--- config.mk ---
export PLATFORM = sky130hd
export DESIGN_NAME = ultrasonic_ranger
export DESIGN_NICKNAME = d
export VERILOG_FILES = /design/src/rtl/ultrasonic_ranger.sv
export SDC_FILE = /design/constraint.sdc
export NUM_CORES = 1
export LEC_CHECK = 0
export CAP_MARGIN = 40
export CORE_AREA = 4 4 95 114
export CTS_BUF_LIST = sky130_fd_sc_hd__clkbuf_16
export CTS_CLUSTER_DIAMETER = 150
export DETAILED_ROUTE_END_ITERATION = 8
export DIE_AREA = 0 0 99 118
export GPL_TIMING_DRIVEN = 0
export HOLD_SLACK_MARGIN = 0.03
export PLACE_DENSITY = 0.77
export SLEW_MARGIN = 20
export SYNTH_ARGS = -nofsm -noshare
export SYNTH_HDL_FRONTEND = slang
export SYNTH_SLANG_ARGS = --single-unit
--- constraint.sdc ---
create_clock -name clk -period 3.1 [get_ports clk]
set_clock_uncertainty 0.2 [all_clocks]
set_input_delay 0.62 -clock clk [delete_from_list [all_inputs] [get_ports clk]]
set_output_delay 0.62 -clock clk [all_outputs]
set_load 0.01 [all_outputs]
--- src/rtl/ultrasonic_ranger.sv ---
// ultrasonic_ranger
//   Drives an HC-SR04-class ultrasonic sensor from a 1 MHz clock and reports
//   the measured distance in whole centimetres.
//
//   Each measurement period does the following:
//   1. Issue a trigger pulse.
//   2. Wait for the echo to rise.
//   3. Time the echo-high width.
//   4. Convert the width to centimetres: floor(width / US_PER_CM).
//   5. Publish the result with a one-cycle valid strobe.
//   A distance of 0 means "no valid reading".
//
// Ports
//   clk          in   1 MHz system clock (1 cycle = 1 us)
//   rst_n        in   asynchronous active-low reset
//   en           in   measurement enable, sampled when a period starts
//   echo         in   raw sensor echo (asynchronous, synchronised here)
//   trig         out  sensor trigger pulse, TRIG_US cycles wide
//   distance_cm  out  last result, held between updates; 0 = invalid
//   valid        out  one-cycle strobe when distance_cm/timeout update
//   timeout      out  1 when the last measurement ended invalid
//
// Output strobe semantics
//   valid is a pure strobe with no back-pressure. distance_cm and timeout
//   change only on the same clock edge that raises valid, and they hold
//   their values until the next strobe.
//
// Build option
//   MEDIAN3_EN  When defined, distance_cm reports the median of the last
//               three valid readings. Until three valid readings exist, the
//               raw reading is reported instead. This option adds one cycle
//               of valid latency.

module ultrasonic_ranger #(
  parameter int TRIG_US    = 10,
  parameter int PERIOD_US  = 60000,
  parameter int TIMEOUT_US = 30000,
  parameter int US_PER_CM  = 58,
  parameter int MAX_CM     = 400
) (
  input  logic        clk,
  input  logic        rst_n,
  input  logic        en,
  input  logic        echo,
  output logic        trig,
  output logic [15:0] distance_cm,
  output logic        valid,
  output logic        timeout
);

  localparam logic [2:0] ST_IDLE    = 3'd0;
  localparam logic [2:0] ST_TRIG    = 3'd1;
  localparam logic [2:0] ST_WAIT    = 3'd2;
  localparam logic [2:0] ST_MEASURE = 3'd3;
  localparam logic [2:0] ST_DONE    = 3'd4;
  localparam logic [2:0] ST_HOLDOFF = 3'd5;

  localparam int PCW = $clog2(PERIOD_US + 1);
  localparam int TRW = $clog2(TRIG_US + 1);
  localparam int TOW = $clog2(TIMEOUT_US + 1);
  localparam int SCW = $clog2(US_PER_CM + 1);

  // ---------------------------------------------------------------------
  // Echo synchroniser and edge detection
  // ---------------------------------------------------------------------
  logic echo_s1_q, echo_s2_q, echo_prev_q;
  logic echo_rise, echo_fall;

  assign echo_rise = echo_s2_q & ~echo_prev_q;
  assign echo_fall = ~echo_s2_q & echo_prev_q;

  // ---------------------------------------------------------------------
  // FSM and counters
  // ---------------------------------------------------------------------
  logic [2:0]     state_q, state_d;
  logic [PCW-1:0] period_cnt_q, period_cnt_d;
  logic [TRW-1:0] trig_cnt_q, trig_cnt_d;
  logic [TOW-1:0] wait_cnt_q, wait_cnt_d;
  logic [TOW-1:0] hi_cnt_q, hi_cnt_d;
  logic [SCW-1:0] sub_cnt_q, sub_cnt_d;
  logic [15:0]    cm_cnt_q, cm_cnt_d;
  logic [15:0]    result_q, result_d;
  logic           err_q, err_d;
  logic           trig_q, trig_d;

  logic           period_start;
  logic           cm_wrap;
  logic [SCW-1:0] sub_next;
  logic [15:0]    cm_next;

  // The period counter is parked at zero in IDLE. Leaving IDLE therefore
  // starts a fresh period aligned with the first trigger cycle.
  assign period_start = (state_q != ST_IDLE) &&
                        (period_cnt_q == PCW'(PERIOD_US - 1));

  always_comb begin
    period_cnt_d = period_cnt_q + PCW'(1);
    if (state_q == ST_IDLE || period_start) begin
      period_cnt_d = '0;
    end
  end

  // Every MEASURE cycle counts one echo-high cycle, including the cycle in
  // which the falling edge is seen. The rising-edge cycle itself was spent
  // in WAIT_RISE, so the total number of increments equals the echo width.
  assign cm_wrap  = (sub_cnt_q == SCW'(US_PER_CM - 1));
  assign sub_next = cm_wrap ? '0 : sub_cnt_q + SCW'(1);
  assign cm_next  = (cm_wrap && cm_cnt_q != 16'hFFFF) ? cm_cnt_q + 16'd1
                                                      : cm_cnt_q;

  always_comb begin
    state_d    = state_q;
    trig_cnt_d = trig_cnt_q;
    wait_cnt_d = wait_cnt_q;
    hi_cnt_d   = hi_cnt_q;
    sub_cnt_d  = sub_cnt_q;
    cm_cnt_d   = cm_cnt_q;
    result_d   = result_q;
    err_d      = err_q;

    case (state_q)
      ST_IDLE: begin
        if (en) begin
          state_d    = ST_TRIG;
          trig_cnt_d = '0;
        end
      end

      ST_TRIG: begin
        if (trig_cnt_q == TRW'(TRIG_US - 1)) begin
          state_d    = ST_WAIT;
          trig_cnt_d = '0;
          wait_cnt_d = '0;
        end else begin
          trig_cnt_d = trig_cnt_q + TRW'(1);
        end
      end

      // An echo that is already high on entry produces no rising edge here.
      // Such a cycle therefore ends in a timeout.
      ST_WAIT: begin
        if (echo_rise) begin
          state_d   = ST_MEASURE;
          sub_cnt_d = '0;
          cm_cnt_d  = '0;
          hi_cnt_d  = '0;
        end else if (wait_cnt_q == TOW'(TIMEOUT_US - 1)) begin
          state_d  = ST_DONE;
          result_d = '0;
          err_d    = 1'b1;
        end else begin
          wait_cnt_d = wait_cnt_q + TOW'(1);
        end
      end

      ST_MEASURE: begin
        sub_cnt_d = sub_next;
        cm_cnt_d  = cm_next;
        if (echo_fall) begin
          state_d = ST_DONE;
          if (cm_next > 16'(MAX_CM)) begin
            result_d = '0;
            err_d    = 1'b1;
          end else begin
            result_d = cm_next;
            err_d    = 1'b0;
          end
        end else if (hi_cnt_q == TOW'(TIMEOUT_US - 1)) begin
          state_d  = ST_DONE;
          result_d = '0;
          err_d    = 1'b1;
        end else begin
          hi_cnt_d = hi_cnt_q + TOW'(1);
        end
      end

      ST_DONE: begin
        state_d = ST_HOLDOFF;
      end

      // A period start seen during WAIT_RISE/MEASURE is not remembered.
      // The next trigger waits for the following wrap.
      ST_HOLDOFF: begin
        if (period_start) begin
          state_d    = en ? ST_TRIG : ST_IDLE;
          trig_cnt_d = '0;
        end
      end

      default: begin
        state_d = ST_IDLE;
      end
    endcase
  end

  // trig is registered from the next state so the sensor pin never sees
  // a decode glitch.
  assign trig_d = (state_d == ST_TRIG);

  always_ff @(posedge clk or negedge rst_n) begin
    if (!rst_n) begin
      echo_s1_q    <= 1'b0;
      echo_s2_q    <= 1'b0;
      echo_prev_q  <= 1'b0;
      state_q      <= ST_IDLE;
      period_cnt_q <= '0;
      trig_cnt_q   <= '0;
      wait_cnt_q   <= '0;
      hi_cnt_q     <= '0;
      sub_cnt_q    <= '0;
      cm_cnt_q     <= '0;
      result_q     <= '0;
      err_q        <= 1'b0;
      trig_q       <= 1'b0;
    end else begin
      echo_s1_q    <= echo;
      echo_s2_q    <= echo_s1_q;
      echo_prev_q  <= echo_s2_q;
      state_q      <= state_d;
      period_cnt_q <= period_cnt_d;
      trig_cnt_q   <= trig_cnt_d;
      wait_cnt_q   <= wait_cnt_d;
      hi_cnt_q     <= hi_cnt_d;
      sub_cnt_q    <= sub_cnt_d;
      cm_cnt_q     <= cm_cnt_d;
      result_q     <= result_d;
      err_q        <= err_d;
      trig_q       <= trig_d;
    end
  end

  // ---------------------------------------------------------------------
  // Result publication
  // ---------------------------------------------------------------------
  logic [15:0] distance_q;
  logic        valid_q;
  logic        timeout_q;

`ifdef MEDIAN3_EN
  logic [15:0] hist0_q, hist1_q, hist2_q;
  logic [1:0]  hist_cnt_q;
  logic        pend_q;
  logic        pend_err_q;

  function automatic logic [15:0] med3(input logic [15:0] a,
                                       input logic [15:0] b,
                                       input logic [15:0] c);
    logic [15:0] m;
    if ((a >= b && a <= c) || (a <= b && a >= c)) begin
      m = a;
    end else if ((b >= a && b <= c) || (b <= a && b >= c)) begin
      m = b;
    end else begin
      m = c;
    end
    return m;
  endfunction

  // DONE loads the history and raises pend_q. The following cycle
  // registers the median, so valid comes one cycle later than in the
  // raw build. Error results bypass the history but still report 0.
  always_ff @(posedge clk or negedge rst_n) begin
    if (!rst_n) begin
      hist0_q    <= '0;
      hist1_q    <= '0;
      hist2_q    <= '0;
      hist_cnt_q <= '0;
      pend_q     <= 1'b0;
      pend_err_q <= 1'b0;
      distance_q <= '0;
      valid_q    <= 1'b0;
      timeout_q  <= 1'b0;
    end else begin
      valid_q <= 1'b0;
      pend_q  <= (state_q == ST_DONE);
      if (state_q == ST_DONE) begin
        pend_err_q <= err_q;
        if (!err_q) begin
          hist2_q <= hist1_q;
          hist1_q <= hist0_q;
          hist0_q <= result_q;
          if (hist_cnt_q != 2'd3) begin
            hist_cnt_q <= hist_cnt_q + 2'd1;
          end
        end
      end
      if (pend_q) begin
        valid_q <= 1'b1;
        if (pend_err_q) begin
          distance_q <= '0;
          timeout_q  <= 1'b1;
        end else begin
          distance_q <= (hist_cnt_q == 2'd3) ? med3(hist0_q, hist1_q, hist2_q)
                                             : hist0_q;
          timeout_q  <= 1'b0;
        end
      end
    end
  end
`else
  always_ff @(posedge clk or negedge rst_n) begin
    if (!rst_n) begin
      distance_q <= '0;
      valid_q    <= 1'b0;
      timeout_q  <= 1'b0;
    end else begin
      valid_q <= (state_q == ST_DONE);
      if (state_q == ST_DONE) begin
        distance_q <= result_q;
        timeout_q  <= err_q;
      end
    end
  end
`endif

  assign trig        = trig_q;
  assign distance_cm = distance_q;
  assign valid       = valid_q;
  assign timeout     = timeout_q;

endmodule

==> impl_metrics.tcl, run 1 <==
set metrics [dict create \
    grt_max_degree 75 \
    mostFrequentLayoutCell "dfrtp_1" \
    avgSynthCellArea_um2 9.90 \
    p_leak_nw 2.92 \
    cts.sinks 114 \
    synth_top_area_share_pct 49.9 \
    final-setup-viol-count 0 \
    finalSetupTns_ns 0 \
    dieWidth_um 99 \
    yosysSeqAreaShare_pct 49.9 \
    clockRootBuffer "clkbuf_16" \
    clockBufferDepth 2 \
    die_y_um 118 \
    layout-drive-gt1-share_pct 14.8 \
    htreeDepth 4 \
    reg2reg_to "result_q[3]$_DFFE_PN0P_" \
    hp-start "echo_s1_q$_DFF_PN0_" \
    worstRegToRegCells 8 \
    vdd_drop_max_uv 388 \
    sw_frac_of_total_pct 29.3 \
    drt_pass1_iterations 5 \
    ys_seq_elements 114 \
    cp-end-kind "register" \
    synth_area_leader_cell "dfrtp_1" \
    antenna_cells 0 \
    numCtsBuffers 17 \
    core_area_um2 9610 \
    rsz0062_at_grt "false" \
    startpoint "cm_cnt_q[1]$_DFFE_PN0P_" \
    hold_violations 0 \
    met2_length_mm 6.23 \
    synthDistinctLibCells 63 \
    multi_input_area_um2 2780 \
    netlist_area_um2 5720 \
    crit_arrival_ns 3.10 \
    p_seq_share_pct 40.6 \
    area_delta_synth_final_pct 19.0 \
    netlist_top_cells_area "dfrtp_1, nor2_1, nand2_1" \
    syn_inst 578 \
    slew_viol_final 0 \
    pwr-share-clk_pct 43.6 \
    fillers 680 \
    wl_met3_um 454 \
    crit_type "reg2reg" \
    synth-edff-count 0 \
    postPlaceCellArea_um2 6120 \
    drc 0 \
    globalplace.congestion 0.868 \
    ioPinCount 23 \
    wirelength_met1_mm 5.15 \
    vias_per_cell 5.81 \
    drt_wl_total_mm 12.1 \
    reg2reg_from "cm_cnt_q[1]$_DFFE_PN0P_" \
    most-common-layout-cells "dfrtp_1, nor2_1, nand2_1" \
    combPwrFrac_pct 15.8 \
    p_sw_mw 1.28 \
    grt.overflow.total 0 \
    cts_tree "done" \
    drtIter0Drc 205 \
    ys.flop_type "dfrtp_1" \
    grt_first_pass_wirelength_mm 21.2 \
    period_share_pct 96.3 \
    syn-num-nets 590 \
    antenna_found_initial 0 \
    rows 39 \
    hold_class "reg2reg" \
    die-area_um2 11700 \
    r2r_slack_ns 0.12 \
    synthArstFlopShare_pct 100 \
    top_layer "met4" \
    yosysWarnings 0 \
    grt_pass1_vias 4412 \
    drtAntennaViolNets 0 \
    fmax_mhz 335 \
    track_usage_pct 22.3 \
    post_drt_wl_per_cell_um 15.9 \
    power_density_nw_per_um2 641 \
    io_buffers 22 \
    clk_pin_slew_ns 0.06 \
    regArea_um2 2850 \
    num_vias 4412 \
    run_status "complete, no violations" \
    clock_latency_ns 0.41 \
    p_int_mw 3.08 \
    critical_path.max_fanout 8 \
    cap_violations 0 \
    finalCriticalPeriod_ns 2.98 \
    start_kind "register" \
    start_util_pct 59.5 \
    worstSetupEndpoint "result_q[3]$_DFFE_PN0P_" \
    nets 635 \
    slew_headroom_pct 38.3 \
    final_area_um2 6810 \
    worstPathRequired_ns 3.21 \
    place.detailed.hpwl_mm 8.12 \
    tightestPinTransition_ns 0.925 \
]
-- registers in the layout, summed over array words and instances (netlist names), 3 cells and up --
name and cells:
period_cnt_q 16, sub_cnt_q 6, state_q 3, result_q 16
wait_cnt_q 15, distance_cm 16, hi_cnt_q 15, cm_cnt_q 16
trig_cnt_q 4
-- cells in the mapped netlist (all sizes together) (4+ instances only) --
master  number
a21oi        8
and2         9
and3         5
and4         4
buf          8
clkbuf      15
dfrtp      114
ha           8
inv         17
mux2        20
mux2i        5
nand2       66
nand2b       6
nand3       25
nand4       14
nor2        74
nor2b        4
nor3        21
nor4         8
o21ai       35
o31ai       13
or2          5
or3          6
xnor2       26
xor2        20
-- kinds of logic (layout without fill, tap and decap cells) --
family | Yosys count | after routing | share of synthesized area [%]
multiplexers | 25 | 25 | 4.81
buffers and inverters | 40 | 98 | 2.89
flip-flops | 114 | 114 | 49.9
AND/OR/NAND/NOR | 265 | 265 | 24.3
AO/OA/AOI/OAI | 80 | 80 | 9.36
XOR/XNOR | 46 | 46 | 7.04
adder cells (fa/ha/maj) | 8 | 8 | 1.75
-- worst min path at each step --
| stage | to | slack (ns) | depth (start not counted) |
|---|---|---|---|
| 6_report | echo_s2_q$_DFF_PN0_ | 0.16 | 0 |
| 3_3_place_gp | echo_s2_q$_DFF_PN0_ | 0.14 | 0 |
| 2_1_floorplan | cm_cnt_q[0]$_DFFE_PN0P_ | 0.12 | 0 |
| 3_5_place_dp | echo_s2_q$_DFF_PN0_ | 0.14 | 0 |
| 4_1_cts | echo_s2_q$_DFF_PN0_ | 0.16 | 0 |
| 5_1_grt | echo_s2_q$_DFF_PN0_ | 0.16 | 0 |
-- what timing repair did --
item,in CTS,in global routing
endpoints found under the hold margin,40,0
setup endpoints to repair,10,10
gates resized for setup,4,9
gates cloned,0,0
buffers inserted,0,1
hold buffers,1,0
pin swaps,0,4
-- power groups by stage --
stage          Combinational (mW)  Sequential, mW  Clock, mW
4_1_cts                     0.694            1.77       1.93
3_5_place_dp                0.677            1.79          0
5_1_grt                     0.795            1.79       2.01
6_report                    0.688            1.77       1.90
2_1_floorplan               0.475            1.77          0
3_3_place_gp                0.641            1.78          0
-- cell type report --
class / instances / area share (%)
flip-flops and latches: 114 / 41.9
repair buffers: 26 / 3.99
clock buffers: 17 / 6.25
well taps: 123 / 2.26
clock inverters: 15 / 2.35
multi-input cells: 424 / 40.8
inverters: 17 / 0.937
plain buffers: 23 / 1.49
-- layer usage --
| layer | up-vias | global-route usage, % |
|---|---|---|
| li1 | 2115 | - |
| met1 | 2168 | 28.5 |
| met2 | 101 | 36.1 |
| met3 | 28 | 5.69 |
| met4 | 0 | 8.71 |
| met5 | - | 0 |
-- through the flow --
step | instances | worst slack [ns] | total power, mW | hold slack [ns] | utilization, %
floorplan | 578 | 0.276 | 2.24 | 0.124 | -
global placement | 723 | -3.06 | 2.42 | 0.137 | 63.4
CTS | 757 | 0.0342 | 4.39 | 0.158 | 70.2
finish | 759 | 0.115 | 4.36 | 0.162 | 70.8
detailed placement | 724 | -0.228 | 2.47 | 0.145 | 63.7
global route | 759 | 0.00653 | 4.60 | 0.158 | 70.8
-- worst max-delay path, stage by stage, from the launching register on --
cell and delay (ns):
dfrtp_2 0.46, ha_4 0.20, nand4_4 0.15, or3_4 0.43, nor3_4 0.20, mux2_2 0.39, a2111oi_4 0.41, inv_2 0.17
o31ai_1 0.28
No activity file was read; power rests on OpenSTA's default activity.
==> run 2, diff against run 1 <==
RECOVER_POWER = 100   (was unset)
==> run 2 against run 1 <==
Against the previous run:
- hold slack got worse by 0.0037 ns
- final cell count is the same
- non-clock buffer count did not move
- utilization fell by 0.10 points
- via count rose by 0.18%
- worst setup slack better by 0.0030 ns
- wire length is 0.46% lower
- sequential power hardly changed
- critical path type unchanged
==> impl_metrics.tcl, run 2 (synthesized netlist as in run 1, its figures left out) <==
set metrics [dict create \
    p_int_mw 3.08 \
    htreeDepth 4 \
    slew_viol_final 0 \
    grt_max_degree 75 \
    reg2reg_from "cm_cnt_q[1]$_DFFE_PN0P_" \
    start_kind "register" \
    use_met1_pct 28.5 \
    period_share_pct 96.2 \
    grt_first_pass_wirelength_mm 21.2 \
    cp_slowest_cell "dfrtp_2" \
    worst_slack_ns 0.118 \
    layout-drive-gt1-share_pct 14.3 \
    min_to "echo_s2_q$_DFF_PN0_" \
    combPwrFrac_pct 15.7 \
    p_leak_nw 2.96 \
    hp-start "echo_s1_q$_DFF_PN0_" \
    vias_per_cell 5.82 \
    num_vias 4420 \
    vdd_drop_max_uv 389 \
    crit_type "reg2reg" \
    grt.overflow.total 0 \
    antenna_found_initial 0 \
    pre_cts_slack_ns -0.228 \
    use_met2_pct 36.1 \
    final_core_util_pct 70.7 \
    dieWidth_um 99 \
    drtIter0Drc 227 \
    finalCriticalPeriod_ns 2.98 \
    p_seq_share_pct 40.6 \
    grt_util_met3_pct 5.69 \
    power_density_nw_per_um2 641 \
    ioPinCount 23 \
    nets 635 \
    track_usage_pct 22.3 \
    worstPathRequired_ns 3.21 \
    final_area_um2 6800 \
    cts.sinks 114 \
    critical_path.max_fanout 8 \
    rsz0062_at_grt "false" \
    crit_family "simple AND/OR/NAND/NOR gates" \
    cpPeakStageDelay_ns 0.46 \
    rows 39 \
    cp-end-kind "register" \
    area_delta_synth_final_pct 18.9 \
    io_buffers 22 \
    drt_wl_total_mm 12.0 \
    die-area_um2 11700 \
    drc 0 \
    fmax_mhz 335 \
    post_drt_wl_per_cell_um 15.9 \
    cap_violations 0 \
    grt_pass1_vias 4412 \
    slew_headroom_pct 26.1 \
    cts_tree "done" \
    pwr-share-clk_pct 43.7 \
    path_buf_inv 1 \
    core_area_um2 9610 \
    numCtsBuffers 17 \
    mostFrequentLayoutCell "dfrtp_1" \
    most-common-layout-cells "dfrtp_1, nor2_1, nand2_1" \
    postPlaceCellArea_um2 6120 \
    die_y_um 118 \
    reg2reg_to "result_q[3]$_DFFE_PN0P_" \
    hold_class "reg2reg" \
    hold_violations 0 \
    min_path_cells 0 \
    crit_arrival_ns 3.09 \
    globalplace.congestion 0.868 \
    tightestPinTransition_ns 1.11 \
    clockBufferDepth 2 \
    clockRootBuffer "clkbuf_16" \
    sw_frac_of_total_pct 29.4 \
    antenna_cells 0 \
    clk_pin_slew_ns 0.06 \
    final-setup-viol-count 0 \
    start_util_pct 59.5 \
    critical_path.cell_chain "ha_4, nand4_4, or3_4, nor3_4, mux2_2, a2111oi_4, inv_2, o31ai_1" \
    worstRegToRegCells 8 \
    busiest_layer "met2" \
    r2r_slack_ns 0.12 \
    drt_pass1_iterations 4 \
    drtAntennaViolNets 0 \
    run_status "complete, no violations" \
    clock_latency_ns 0.41 \
    place.detailed.hpwl_mm 8.12 \
    p_sw_mw 1.28 \
]
[run 2: cell type report]
cell class	count	area [um2]
Fill cell	682	2810
Multi-Input combinational cell	424	2780
Inverter	17	63.8
Sequential cell	114	2850
Timing Repair Buffer	26	264
Clock buffer	17	425
Clock inverter	15	160
Buffer	23	98.8
Tap cell	123	154
[run 2: metal layers]
layer / vias up / part of all wire (%)
met1: 2191 / 43
met4: 0 / 1.9
li1: 2116 / -
met5: - / 0
met3: 22 / 3.2
met2: 91 / 52
[run 2: how the worst max path moves through the flow]
stage	cells past startpoint	to	startpoint
floorplan	8	result_q[0]$_DFFE_PN0P_	cm_cnt_q[1]$_DFFE_PN0P_
global placement	1	distance_cm[2]$_DFFE_PN0P_	rst_n
detailed placement	8	result_q[2]$_DFFE_PN0P_	cm_cnt_q[1]$_DFFE_PN0P_
CTS	8	result_q[8]$_DFFE_PN0P_	cm_cnt_q[1]$_DFFE_PN0P_
global route	8	result_q[3]$_DFFE_PN0P_	cm_cnt_q[1]$_DFFE_PN0P_
finish	8	result_q[3]$_DFFE_PN0P_	cm_cnt_q[1]$_DFFE_PN0P_
[run 2: power by group through the flow]
stage / combinational (mW) / sequential [mW] / clock, mW
after global routing: 0.789 / 1.79 / 2.01
after CTS: 0.694 / 1.77 / 1.93
after global placement: 0.641 / 1.78 / 0
after floorplan: 0.475 / 1.77 / 0
final: 0.683 / 1.77 / 1.90
after detailed placement: 0.677 / 1.79 / 0
[run 2: what timing repair did]
| item | 4_1_cts | 5_1_grt |
|---|---|---|
| hold endpoints to repair | 40 | 0 |
| gates cloned | 0 | 0 |
| hold buffers | 1 | 0 |
| buffers inserted | 0 | 1 |
| pin swaps | 0 | 4 |
| gates resized for setup | 4 | 9 |
| endpoints found under the setup margin | 10 | 10 |
[run 2: stage by stage]
stage / hold WS, ns / cells / TNS (ns) / total power [mW]
floorplan: 0.124 / 578 / 0 / 2.24
global placement: 0.137 / 723 / -348.33 / 2.42
detailed placement: 0.145 / 724 / -1.75 / 2.47
CTS: 0.158 / 757 / 0 / 4.39
global route: 0.158 / 759 / 0 / 4.59
finish: 0.159 / 759 / 0 / 4.36
==> run 3, diff against run 2 <==
ABC_CLOCK_PERIOD_IN_PS = 3100   (was unset)
CORE_AREA = 4 4 108 131   (was 4 4 95 114)
DIE_AREA = 0 0 112 135   (was 0 0 99 118)
PLACE_DENSITY = 0.61   (was 0.77)
==> run 3 against run 2 <==
Against the previous run:
- die area is 29% higher
- final area is 0.28% lower
- utilization is 18 points lower
- combinational power is 3% lower
- non-clock buffer count is 2 higher
- first-iteration DRC count is 7.5% higher
- global-route usage is 5.6 points lower
- clock power is 9% lower
- largest cell class unchanged
- wire length is 1.9% lower
- worst setup slack better by 0.021 ns
- final cell count is 6.1% higher
==> impl_metrics.tcl, run 3 (synthesized netlist as in run 1, its figures left out) <==
set metrics [dict create \
    run_status "complete, no violations" \
    core_area_um2 12900 \
    stdcell_count 805 \
    globalplace.congestion 0.822 \
    area_delta_synth_final_pct 18.5 \
    slew_viol_final 0 \
    cp_slowest_cell "dfrtp_2" \
    grt.overflow.total 0 \
    grt_max_degree 69 \
    clock_latency_ns 0.41 \
    clk_pin_slew_ns 0.05 \
    post_drt_wl_per_cell_um 14.7 \
    fmax_mhz 338 \
    hold_class "reg2reg" \
    finalCriticalPeriod_ns 2.96 \
    antenna_found_initial 0 \
    io_buffers 22 \
    slew_headroom_pct 18.6 \
    most-common-layout-cells "dfrtp_1, nor2_1, nand2_1" \
    dp.cells 769 \
    worstPathRequired_ns 3.21 \
    grt_first_pass_wirelength_mm 20.7 \
    start_util_pct 44.2 \
    cts.sinks 114 \
    nets 637 \
    clockRootBuffer "clkbuf_16" \
    power.total_mw 4.17 \
    drtAntennaViolNets 0 \
    final_area_um2 6780 \
    critical_path.cell_chain "ha_4, nand4_4, or3_4, nor3_4, mux2_2, a2111oi_4, inv_2, o31ai_1" \
    track_usage_pct 16.6 \
    die_y_um 135 \
    num_vias 4293 \
    grt_pass1_vias 4374 \
    drt_pass1_iterations 5 \
    critical_path.max_fanout 8 \
    vias_per_cell 5.33 \
    drtIter0Drc 244 \
    finalSetupTns_ns 0 \
    tightestPinTransition_ns 1.22 \
    dieWidth_um 112 \
    numCtsBuffers 17 \
    postPlaceCellArea_um2 6180 \
    vdd_drop_max_uv 323 \
    power_density_nw_per_um2 615 \
    layout-drive-gt1-share_pct 12.9 \
    ioPinCount 23 \
    drc 0 \
    start_kind "register" \
    final-setup-viol-count 0 \
    cap_violations 0 \
    clockBufferDepth 2 \
    rsz0062_at_grt "false" \
    crit_type "reg2reg" \
    p_leak_nw 2.94 \
    cp-end-kind "register" \
    hold_violations 0 \
    drt_wl_total_mm 11.8 \
    crit_arrival_ns 3.07 \
    rows 46 \
    period_share_pct 95.5 \
    path_buf_inv 1 \
    antenna_cells 0 \
    place.detailed.hpwl_mm 8.16 \
    die-area_um2 15100 \
    crit_family "simple AND/OR/NAND/NOR gates" \
    mostFrequentLayoutCell "dfrtp_1" \
    cpPeakStageDelay_ns 0.45 \
    htreeDepth 4 \
    cts_tree "done" \
]
-- run 3: cell count changes in the layout (fill, tap and decap cells not counted), moves of 2 or more --
cell / previous run / this run
o31ai_2: 2 / 0
inv_6: 3 / 0
buf_2: 3 / 5
buf_4: 3 / 6
o31ai_1: 11 / 13
clkbuf_1: 18 / 15
clkinv_4: 4 / 1
clkinv_1: 0 / 6
-- run 3: per-stage QoR --
step                hold WS, ns  worst slack, ns  utilization [%]
finish                    0.145            0.140             52.4
global route              0.160          0.00912             52.4
CTS                       0.146           0.0664             52.1
detailed placement        0.135           -0.176             47.7
global placement          0.140            -3.23             47.5
floorplan                 0.124            0.276                -
-- run 3: path summary, 6_finish.rpt --
| path | start | endpoint | slack (ns) | depth (start not counted) |
|---|---|---|---|---|
| hold reg to reg | echo_s1_q$_DFF_PN0_ | echo_s2_q$_DFF_PN0_ | 0.15 | 0 |
| setup reg to reg | cm_cnt_q[1]$_DFFE_PN0P_ | result_q[0]$_DFFE_PN0P_ | 0.14 | 8 |
| hold / removal | echo_s1_q$_DFF_PN0_ | echo_s2_q$_DFF_PN0_ | 0.15 | 0 |
| setup / recovery | cm_cnt_q[1]$_DFFE_PN0P_ | result_q[0]$_DFFE_PN0P_ | 0.14 | 8 |
| max in group asynchronous | rst_n | cm_cnt_q[1]$_DFFE_PN0P_ | 0.96 | 3 |
| min in group asynchronous | rst_n | wait_cnt_q[11]$_DFFE_PN0P_ | 0.81 | 2 |
-- run 3: final cells by class --
cell class	count	area [um2]
clock inverter	14	100
timing repair buffer	28	283
inverter	17	63.8
fill	1163	6170
buffer	23	101
sequential	114	2850
multi-input combinational	424	2740
tap	168	210
clock buffer	17	425
-- run 3: report_power, final --
part,switching [mW],internal [mW]
Clock,0.659,1.07
Combinational,0.412,0.252
Sequential,0.140,1.63
-- run 3: worst register-to-register path: stages (launching register included) --
cell	delay, ns
dfrtp_2	0.45
ha_4	0.20
nand4_4	0.15
or3_4	0.42
nor3_4	0.19
mux2_2	0.40
a2111oi_4	0.44
inv_2	0.16
o31ai_1	0.26
-- run 3: per-layer routing --
| metal | share of wire (%) | GRT usage [%] | up-vias | wire [um] |
|---|---|---|---|---|
| met2 | 49 | 27.1 | 61 | 5850 |
| met4 | 2.1 | 6.95 | 0 | 245 |
| met5 | 0 | 0 | - | 0 |
| li1 | - | - | 2119 | - |
| met1 | 45 | 21.0 | 2089 | 5350 |
| met3 | 3.2 | 4.57 | 24 | 376 |
-- run 3: timing repair --
item,CTS,global route
hold buffers,1,0
gates resized for setup,4,4
buffers inserted,0,4
hold endpoints to repair,46,0
setup endpoints to repair,9,9
pin swaps,1,4
